File: src/rtl/elevator_ctrl_n.sv
// elevator_ctrl_n: N-floor SCAN elevator controller with timed travel and door dwell
module elevator_ctrl_n #(
    parameter int FLOORS     = 8,
    parameter int FW         = 3,
    parameter int TRAVEL_CYC = 4,
    parameter int DOOR_CYC   = 3
) (
    input  logic              clk,
    input  logic              rst,
    input  logic [FLOORS-1:0] req,
    output logic [FW-1:0]     floor,
    output logic [1:0]        dir,
    output logic [1:0]        state,
    output logic              door_open,
    output logic              moving,
    output logic [FLOORS-1:0] pending
);
    localparam logic [1:0] S_IDLE = 2'd0;
    localparam logic [1:0] S_MOVE = 2'd1;
    localparam logic [1:0] S_DOOR = 2'd2;
    localparam logic [1:0] D_IDLE = 2'b00;
    localparam logic [1:0] D_UP   = 2'b01;
    localparam logic [1:0] D_DN   = 2'b10;
    localparam int TW = (TRAVEL_CYC > 1) ? $clog2(TRAVEL_CYC) : 1;
    localparam int DW = (DOOR_CYC > 1) ? $clog2(DOOR_CYC) : 1;
    localparam logic [TW-1:0] T_LAST = TW'(TRAVEL_CYC - 1);
    localparam logic [DW-1:0] D_LAST = DW'(DOOR_CYC - 1);

    logic [FW-1:0]     floor_q, floor_d, step_floor;
    logic [1:0]        dir_q, dir_d, state_q, state_d;
    logic [TW-1:0]     tcnt_q, tcnt_d;
    logic [DW-1:0]     dcnt_q, dcnt_d;
    logic [FLOORS-1:0] pending_q, pending_d, pend_or, clr;
    logic              above, below, go_up, go_dn;

    // Next-state logic: SCAN decisions use latched requests; arrival checks also see this cycle's req
    always_comb begin
        pend_or = pending_q | req;
        above = 1'b0;
        below = 1'b0;
        for (int i = 0; i < FLOORS; i++) begin
            if (pending_q[i] && FW'(i) > floor_q) above = 1'b1;
            if (pending_q[i] && FW'(i) < floor_q) below = 1'b1;
        end
        step_floor = (dir_q == D_DN) ? floor_q - 1'b1 : floor_q + 1'b1;
        // Going down keeps going down while targets remain below; otherwise up has priority
        go_up = (dir_q == D_DN) ? (above && !below) : above;
        go_dn = (dir_q == D_DN) ? below : (below && !above);
        floor_d = floor_q;
        dir_d   = dir_q;
        state_d = state_q;
        tcnt_d  = tcnt_q;
        dcnt_d  = dcnt_q;
        clr     = '0;
        case (state_q)
            S_IDLE: begin
                if (pending_q[floor_q]) begin
                    state_d = S_DOOR;
                    clr     = FLOORS'(1) << floor_q;
                end else if (above || below) begin
                    state_d = S_MOVE;
                    dir_d   = above ? D_UP : D_DN;
                end
            end
            S_MOVE: begin
                if (tcnt_q == T_LAST) begin
                    tcnt_d  = '0;
                    floor_d = step_floor;
                    if (pend_or[step_floor]) begin
                        state_d = S_DOOR;
                        clr     = FLOORS'(1) << step_floor;
                    end
                end else begin
                    tcnt_d = tcnt_q + 1'b1;
                end
            end
            S_DOOR: begin
                clr = FLOORS'(1) << floor_q;
                if (dcnt_q == D_LAST) begin
                    dcnt_d  = '0;
                    state_d = (go_up || go_dn) ? S_MOVE : S_IDLE;
                    dir_d   = go_up ? D_UP : (go_dn ? D_DN : D_IDLE);
                end else begin
                    dcnt_d = dcnt_q + 1'b1;
                end
            end
            default: state_d = S_IDLE;
        endcase
        pending_d = pend_or & ~clr;
    end

    // State registers with immediate asynchronous reset
    always_ff @(posedge clk or posedge rst) begin
        if (rst) begin
            floor_q   <= '0;
            dir_q     <= D_IDLE;
            state_q   <= S_IDLE;
            tcnt_q    <= '0;
            dcnt_q    <= '0;
            pending_q <= '0;
        end else begin
            floor_q   <= floor_d;
            dir_q     <= dir_d;
            state_q   <= state_d;
            tcnt_q    <= tcnt_d;
            dcnt_q    <= dcnt_d;
            pending_q <= pending_d;
        end
    end

    assign floor     = floor_q;
    assign dir       = dir_q;
    assign state     = state_q;
    assign door_open = (state_q == S_DOOR);
    assign moving    = (state_q == S_MOVE);
    assign pending   = pending_q;
endmodule

File: config.mk
export PLATFORM = sky130hd
export DESIGN_NAME = elevator_ctrl_n
export DESIGN_NICKNAME = d
export VERILOG_FILES = /design/src/rtl/elevator_ctrl_n.sv
export SDC_FILE = /design/constraint.sdc
export NUM_CORES = 1
export LEC_CHECK = 0
export BUFFER_PORTS_ARGS = -buffer_cell sky130_fd_sc_hd__buf_2
export CAP_MARGIN = 20
export CORE_ASPECT_RATIO = 1.75
export CORE_MARGIN = 2
export CORE_UTILIZATION = 32
export CTS_CLUSTER_DIAMETER = 50
export DETAILED_ROUTE_END_ITERATION = 6
export PLACE_DENSITY = 0.59
export SETUP_SLACK_MARGIN = 0.1
export SLEW_MARGIN = 25
export SYNTH_ARGS = -nofsm -noshare
export SYNTH_HDL_FRONTEND = slang
export SYNTH_SLANG_ARGS = --single-unit
File: constraint.sdc
create_clock -name clk -period 5.45 [get_ports clk]
set_input_delay 0.545 -clock clk [delete_from_list [all_inputs] [get_ports clk]]
set_output_delay 0.545 -clock clk [all_outputs]
set_load 0.01 [all_outputs]
* After elaboration in Yosys (flattened, before gate mapping)
Index checks and enable logic that the tools add are counted.
** Word-level totals
- Register bits :: 19
- Output and inout bits :: 17
- Word-level logic and storage cells :: 114
** Cells by class
- Add/sub/neg operators :: 4
- Order comparisons :: 18
- Equal/unequal tests :: 11
- Shift-type cells :: 2
- Muxes and demuxes :: 43
- Bitwise logic cells :: 3
- Reduce and logical (&&, ||, !) cells :: 27
** Operators with widths (number)
- $mux 2 :: 13
- $mux 8 :: 3
- $pmux 8 s3 :: 1
- $mux 1 :: 21
- $logic_and 1x1->1 :: 18
- $shl 1x3->8 const A :: 2
- $gt 3x3->1 const A :: 4
- $lt 3x3->1 const A :: 4
- $and 8x8->8 :: 1
- $eq 2x2->1 const B :: 4
- $lt 3x4->1 const B :: 2
- $not 8->8 :: 1
- $or 8x8->8 :: 1
- $reduce_and 4->1 :: 2
- $bmux 1 s3 :: 2
- $gt 1x3->1 const A :: 2
- $gt 2x3->1 const A :: 2
- $lt 1x3->1 const A :: 2
- $lt 2x3->1 const A :: 2
- $ne 2x1->1 const B :: 3
- $pmux 2 s3 :: 1
- $add 2x1->2 const B :: 2
- $ne 2x2->1 const B :: 2
- $pmux 2 s2 :: 1
- other kinds (10) :: 12

* Depth between registers and ports, before layout
Gate-level depths: netlist of run 1.
- Depth in word-level cells :: 17
- Mapped depth :: 10
- Gate-level depth less buffers :: 8

* Least setup slack after synthesis of run 1
OpenSTA, ideal clock, no wires.
- Path type :: flip-flop to flip-flop
- From :: register floor_q[0], in the netlist floor[0]
- To :: register state_q[0], in the netlist state[0]
- Library setup time :: 0.118 ns
- Arrival time :: 2.340 ns
- Path slack :: 2.992 ns
- Stages on the path, launching flop included :: 10
- Buffers on the path :: 2
- Cells stage by stage :: dfrtp_1 -> buf_6 -> buf_4 -> inv_1 -> ha_1 -> xnor2_4 -> mux4_2 -> nand2_1 -> o311ai_1 -> a21o_1
** Between the ends
- Cells in the longest elaborated chain, start to end :: 17
- Elaborated cells on any way between the ends :: 70
- Classes of those cells :: add/sub (2); order compare (16); eq/ne (2); mux (27); reduce/logical (23)
** RTL lines
- start: declaration :: RTL line 29 : logic [FW-1:0] floor_q, floor_d, step_floor;
- start signal: assignment :: RTL line 102 : floor_q <= floor_d;
- $lt 1x3->1 / $gt 1x3->1 (equally long branches) :: RTL line 43, 42
- $logic_and 1x1->1 (on tied branches) :: RTL line 43, 42
- $mux 1 (on tied branches) (8 in a row) :: RTL line 43, 42
- $logic_not 1->1 (on tied branches) :: RTL line 47, 48
- $logic_and 1x1->1 (on tied branches) :: RTL line 47, 48
- $mux 1 (on tied branches) :: RTL line 47, 48
- $logic_or 1x1->1 :: RTL line 81 : state_d = (go_up || go_dn) ? S_MOVE : S_IDLE;
- $mux 1 :: RTL line 81
- $mux 2 :: RTL line 79 : if (dcnt_q == D_LAST) begin
- $pmux 2 s3 :: RTL line 55 : case (state_q)
- end signal: assignment :: RTL line 104 : state_q <= state_d;
- end: declaration :: RTL line 30 : logic [1:0] dir_q, dir_d, state_q, state_d;
Several ways; a longest one is shown, not always the timed one. The select of a mux whose other input is x is not followed.
A chain may end at the register's enable or synchronous reset.

* Final worst setup path of run 1
Same ends and word-level chain as after synthesis.

==> results.md, run 1 <==
- The TritonCTS clock tree is built.
- The async set-reset flop share out of synthesis is 100%.
- The total leakage power is 0.684 nW.
- The fill cell instance count of the final layout is ~430.
- The number of buffers added by the clock tree synthesis step is 3.
- The worst clock skew on the final layout is around 0.0043 ns.
- The quantity of gates resized following cts is 0.
- The initial antenna violation count is 0.
- The clock tree root driver cell is sky130_fd_sc_hd__clkbuf_8.
- The floorplan die area is 4720 µm².
- Setup violations remaining at the end of the flow were counted as 0.
- The number of global-route vias before repair is 1193.
- The effective utilization at floorplan is 32.8%.
- The cell count after synthesis is 145.
- The routed design has 3740 µm of wire.
- The number of max-slew violations in the final report is 0.
- Hold repair after CTS inserted 0 buffers.
- In this run the cell area measured after placement is around 1500 µm².
- After layout, the worst path uses 52.2% of the clock period.
- The average detailed-routed wire length per instance is 17.2 µm.
- The number of I/O port buffers is 26.
- The overall die width is 52.8 µm.
- The worst-case headroom to the max-slew limit is approximately half.
- The count of maximum capacitance violations is 0.
- The worst setup path startpoint is floor[0].
- The pre-antenna-repair detailed-routing pass consisted of 4 iterations.
- The number of design rule violations left after detail routing is 0.
- Global routing consumed, over all layers together, 17.5% of the routing resources.
- The startpoint of the worst-slack reg-to-reg timing path is floor[0].
- The first-pass GRT wire length is just over 6000 µm.
- The clock passes through at most 2 buffers.
- The total area inside the core boundary comes to 4070 µm².
- For this run, the register share of the synthesized area comes to a little over a third.
- The worst setup path is of the reg -> reg kind.
- The aggregate global routing overflow is 0.
- The number of levels the H-tree was split into is 1.
- Derived from the worst setup path, the maximum achievable clock frequency is 0.352 GHz.
- The maximum fanout encountered on the critical timing path is 18.
- Setup repair after global routing left no endpoint under its margin.
- The number of antenna cells inserted is 0.
- Leaving out fill and tap cells, the most frequent cells in the layout are 26 x sky130_fd_sc_hd__buf_2, 19 x sky130_fd_sc_hd__dfrtp_1, 18 x sky130_fd_sc_hd__nor2_1.
- The clock reaches the later pin of the worst-skew pair after 0.26 ns.
- STA classifies the critical path endpoint as a flip-flop.
- The post-route netlist has 25.4% of its cells at a drive strength greater than 1.
- The worst setup path is launched from a flip-flop.
- The DRC violation total after the first TritonRoute iteration is 49.
- For this run, the number of Yosys warnings is 0.
- The run finished with clean final reports.
- In this run, synthesis inferred 0 flip-flops with an integrated enable.
- The final hold violation count is 0.
- The HPWL after detailed placement is 2980 µm.
- In this run the core area contains 31 standard-cell rows.
- The count of nets left with antenna violations once routing finished came out at 0.
- From synthesis to final layout, the design area changed by 15.1%.
- The total power density per cell area is 594 nW/µm².
- The clock sink count is 19.
- At the pin with the least slew margin, the transition time is 0.731 ns.
- The clock period could shrink to around 2.8 ns.
- The die height is just under 90 µm.
- Timing analysis after detailed placement gives a worst setup slack of about 2.7 ns.
- The cell area that synthesis handed to floorplanning was 1340 µm².
- After routing, the total negative slack on setup checks comes to 0 ns.
- The library cell used most frequently in the layout, excluding fill and tap cells, is sky130_fd_sc_hd__buf_2.
- After routing the design area is 1540 µm².
- The worst hold path belongs to the class in -> async.
- STA puts the critical path data arrival time at 2.99 ns.
- The number of vias per cell is 5.60.
- The post-layout net count is approximately 190.
- Synthesis produced a netlist with a net count of 163.
- 27 I/O pins were placed.
- Among all flip-flop cells after synthesis, the most frequent one is sky130_fd_sc_hd__dfrtp_1.
- The synthesized flop and latch total is 19.
- The worst-case setup margin in the final layout is 2.61 ns.
- The clock-pin transition on the worst setup and hold timing paths is 0.08 ns.
- The total via count after detailed routing is between 1000 and 1500.
- The worst hold-check slack is 0.400 ns.
- The distinct cell type count of the synthesized netlist is 43.
- The end-of-flow core utilization is between 30% and 40%.
- The peak supply drop is around 0.26 mV.
- The number of setup buffers added after CTS is 0.
- Entering global routing, the biggest net connects 20 pins.
- The data required time at the worst endpoint is 5.60 ns.
- The final weighted congestion in routability-driven placement is around 0.94.
- A synthesized cell averages between 9 and 10 µm².
-- routing by layer --
layer / up-vias / part of all wire (%) / global-route usage [%]
met4: 0 / 4.2 / 7.46
li1: 572 / - / -
met1: 597 / 37 / 20.1
met3: 10 / 3.5 / 1.84
met2: 42 / 55 / 31.8
met5: - / 0 / 0
-- stage by stage --
step	std cells	power, mW
floorplan	145	0.665
CTS	218	0.915
global route	218	0.994
finish	218	0.912
global placement	214	0.801
detailed placement	214	0.811
-- state kept, by name (all words and copies together), names as in the netlist --
register  count
dcnt_q        2
dir           2
floor         3
pending       8
state         2
tcnt_q        2
-- kinds of logic (layout without fill, tap and decap cells) --
logic type	after synthesis	in the layout	share of synthesized area [%]
xor+xnor	3	3	3.37
flops	19	19	35.6
buf+inv	17	41	5.81
fa+ha+maj	8	8	7.50
simple gates	47	47	16.4
compound gates	42	42	23.2
mux	9	9	8.06
-- synth_stat cells, types with 2 or more instances --
master / count / area [µm²]
sky130_fd_sc_hd__nor3_1: 2 / 10.0
sky130_fd_sc_hd__o21ai_1: 3 / 15.0
sky130_fd_sc_hd__a21oi_1: 10 / 50.1
sky130_fd_sc_hd__o221ai_1: 2 / 17.5
sky130_fd_sc_hd__and2_1: 3 / 18.8
sky130_fd_sc_hd__nand2_1: 13 / 48.8
sky130_fd_sc_hd__dfrtp_1: 19 / 475
sky130_fd_sc_hd__xnor2_1: 2 / 17.5
sky130_fd_sc_hd__a31o_2: 2 / 17.5
sky130_fd_sc_hd__mux2_2: 4 / 45.0
sky130_fd_sc_hd__nand3_1: 2 / 10.0
sky130_fd_sc_hd__buf_2: 2 / 10.0
sky130_fd_sc_hd__o22ai_1: 2 / 12.5
sky130_fd_sc_hd__o21ai_0: 3 / 15.0
sky130_fd_sc_hd__nor2_1: 18 / 67.6
sky130_fd_sc_hd__inv_1: 11 / 41.3
sky130_fd_sc_hd__nor2b_1: 4 / 25.0
sky130_fd_sc_hd__o22a_1: 2 / 17.5
sky130_fd_sc_hd__ha_1: 8 / 100
sky130_fd_sc_hd__a221oi_1: 6 / 52.6
sky130_fd_sc_hd__clkbuf_1: 2 / 7.51
sky130_fd_sc_hd__mux2i_1: 4 / 40.0
-- worst max-delay path, cell delays in order (launching register included) --
cell	delay [ns]
sky130_fd_sc_hd__dfrtp_1	0.75
sky130_fd_sc_hd__inv_1	0.30
sky130_fd_sc_hd__ha_1	0.43
sky130_fd_sc_hd__xnor2_4	0.31
sky130_fd_sc_hd__mux4_2	0.54
sky130_fd_sc_hd__nand2_1	0.08
sky130_fd_sc_hd__o311ai_1	0.12
sky130_fd_sc_hd__a21o_1	0.20
-- power by group --
group | switching [mW] | internal, mW | total (mW) | leakage [nW]
clock network | 0.0488 | 0.0508 | 0.0997 | 0.0255
logic | 0.283 | 0.229 | 0.512 | 0.449
registers | 0.108 | 0.192 | 0.300 | 0.210
total | 0.440 | 0.472 | 0.912 | 0.684
-- final timing paths --
| kind | slack [ns] | cells after the start | to |
|---|---|---|---|
| worst max-delay path | 2.61 | 7 | state[0] |
| worst min-delay path | 0.40 | 2 | dcnt_q[0] |
| worst max register to register | 2.61 | 7 | state[0] |
| worst min register to register | 0.53 | 2 | dcnt_q[1] |
| max in group asynchronous | 4.59 | 2 | pending[6] |
| min in group clk | 0.53 | 2 | dcnt_q[1] |
-- cell type report --
type | instances | area [µm²] | share of cell area (%)
inverters | 11 | 41.3 | 2.69
well taps | 49 | 61.3 | 3.99
repair buffers | 26 | 130 | 8.47
multi-input cells | 109 | 782 | 50.9
clock buffers | 3 | 41.3 | 2.69
flip-flops and latches | 19 | 475 | 30.9
clock inverters | 1 | 5.00 | 0.326
Power figures use the tool's default switching activity.
==> run 2: changes to the inputs <==
clock period = 2.7 ns   (was 5.45 ns; I/O delays follow)
==> run 2 against run 1 <==
Register-to-register slack worse by 2.2 ns; sequential power up 88%; power up 110%; clock power up 100%; critical path depth unchanged; maximum frequency up 22%; clock-buffer cell count unchanged; largest cell class unchanged; largest power group unchanged.
==> results.md, run 2 (same netlist as run 1, synthesis figures left out) <==
- The post-layout net count is 190.
- The number of levels the H-tree was split into is 1.
- The buffer depth of the longest clock path is 2.
- The cell with the largest stage delay on the worst path is sky130_fd_sc_hd__dfrtp_1.
- The end-of-flow core utilization is roughly two fifths.
- Entering global routing, the biggest net connects 20 pins.
- The number of antenna diodes in the final layout is 0.
- The final hold violation count is 0.
- The type of element launching the critical path is a flip-flop.
- The quantity of gates resized following cts is 0.
- Walking the worst path, the cells encountered are inv_1, ha_1, xnor2_4, mux4_2, nand2_1, o311ai_1, a21o_1.
- At the end of routability-driven placement, the weighted congestion stood at 0.947.
- The aggregate global routing overflow is 0.
- The area growth from synthesis to layout is 16.2%.
- The register with the most flip-flops in the layout has 8 of them.
- In this run the tightest slew margin relative to its limit is 49.4%.
- The kind of end point of the critical path is a flip-flop.
- The cell family with the largest share of critical-path delay is flip-flops.
- The library cell used most frequently in the layout, excluding fill and tap cells, is sky130_fd_sc_hd__buf_2.
- The class of the tightest hold or removal check is in -> async.
- The largest stage delay on the critical path is 0.54 ns.
- The placed instance area is 1510 µm².
- The TritonCTS clock tree is built.
- Once layout is done, the placed cells without fillers occupy roughly 1600 µm².
- The clock tree root driver cell is sky130_fd_sc_hd__clkbuf_8.
- The wire length after detailed routing is approximately 3700 µm.
- The area of the core is 4070 µm².
- In the layout the commonest cells are 26 x sky130_fd_sc_hd__buf_2, 19 x sky130_fd_sc_hd__dfrtp_1, 18 x sky130_fd_sc_hd__nor2_1.
- The number of design rule violations left after detail routing is 0.
- Counting I/O delays and the setup requirement, the final critical path takes 2.34 ns.
- Global routing used between 15 and 20% of the available tracks.
- The clock-pin transition on the worst setup and hold timing paths is ~0.07 ns.
- Dividing total power by cell area gives a power density of about 1200 nW/µm².
- The total via count after detailed routing is 1238.
- Max-cap violations in this run came to 0.
- The actual transition at the worst max-transition pin is 0.759 ns.
- The initial antenna violation count came to 0.
- The final critical path takes up between 80% and 90% of the cycle.
- The first-pass GRT wire length is 6260 µm.
- The hold-fix buffer count after cts is 0.
- Port buffering added 26 buffers.
- The number of vias per cell is between 5 and 6.
- Clock skew on the completed layout was measured at 0.00267 ns.
- Setup total negative slack on the finished layout was measured at 0 ns.
- After floorplanning, the core was divided into 31 placement rows.
- Of all nets on the critical path, the largest fanout is 12.
- Data on the critical path is required at its endpoint by 2.85 ns.
- The number of global-route vias before repair was 1290.
- The ratio of cells with drive above 1 in the final layout is between 20% and 30%.
- Data arrives at the worst endpoint at 2.49 ns.
- The run finished with clean final reports.
- The number of setup buffers added after CTS is 0.
- The total leakage power is 0.694 nW.
- CTS saw 19 sinks.
- The die covers between 4000 and 5000 µm².
- The first TritonRoute pass finished after 4 iterations.
- The HPWL after detailed placement is approximately 2900 µm.
- Setup repair after global routing left no endpoint under its margin.
- The number of max-slew violations in the final report is 0.
- Setup violations remaining at the end of the flow were counted as 0.
- The overall die width is around 53 µm.
- 27 I/O pins were placed.
- In this run the vertical extent of the chip is roughly 90 µm.
- After the first detailed-routing iteration, the DRC count stood at 44.
- The fill cell instance count of the final layout is 430.
- The post-route antenna net violation count is 0.
- The number of buffers added by the clock tree synthesis step is 3.
- Across the VDD grid, the largest voltage drop is 0.601 mV.
- The worst path buffer plus inverter count is 1.
- Static timing analysis puts the maximum clock frequency at roughly 0.43 GHz.
- For the worst-skew pair, the clock arrives at the later sink with an insertion delay of around 0.26 ns.
- The type of the worst setup path is reg -> reg.
- In the final routed layout, each cell accounts on average for 17.0 µm.
- The effective utilization at floorplan is between 30% and 40%.
[run 2: cell types whose count changed in the layout (fill, tap and decap cells not counted), sizes merged]
cell	previous run	this run
buf	26	28
[run 2: report_power, final]
group          switching [mW]  leakage (nW)  internal [mW]
registers               0.176         0.210          0.389
logic                   0.620         0.458          0.485
clock network          0.0973        0.0255          0.103
[run 2: worst paths after layout]
check	end	depth (start not counted)	startpoint	slack [ns]
setup / recovery	state[0]	7	floor[1]	0.36
min in group clk	pending[3]	3	req[3]	0.32
max in group asynchronous	pending[0]	2	rst	2.09
hold reg to reg	dcnt_q[1]	2	dcnt_q[1]	0.51
setup reg to reg	state[0]	7	floor[1]	0.36
hold / removal	dcnt_q[0]	2	rst	0.14
[run 2: per-layer routing]
| layer | share of wire, % | vias to the layer above | track usage (%) |
|---|---|---|---|
| li1 | - | 573 | - |
| met1 | 37 | 607 | 18.9 |
| met2 | 56 | 46 | 34.0 |
| met3 | 4.7 | 12 | 1.67 |
| met4 | 3.0 | 0 | 7.46 |
| met5 | 0 | - | 0 |
[run 2: area by class of cell]
class / count / area, µm² / share of cell area, %
timing repair buffer: 28 / 145 / 9.35
clock inverter: 1 / 5.00 / 0.323
multi-input combinational: 109 / 782 / 50.4
tap: 49 / 61.3 / 3.95
sequential: 19 / 475 / 30.6
inverter: 11 / 41.3 / 2.66
clock buffer: 3 / 41.3 / 2.66
[run 2: per-stage QoR]
step                      total power, mW  setup WS, ns  hold WS, ns  cells
after CTS                            1.87         0.364        0.163    220
after global routing                 2.03         0.213        0.202    220
after global placement               1.64         0.451        0.430    216
after floorplan                      1.34         0.242        0.221    145
final                                1.87         0.365        0.136    220
after detailed placement             1.66         0.373        0.443    216
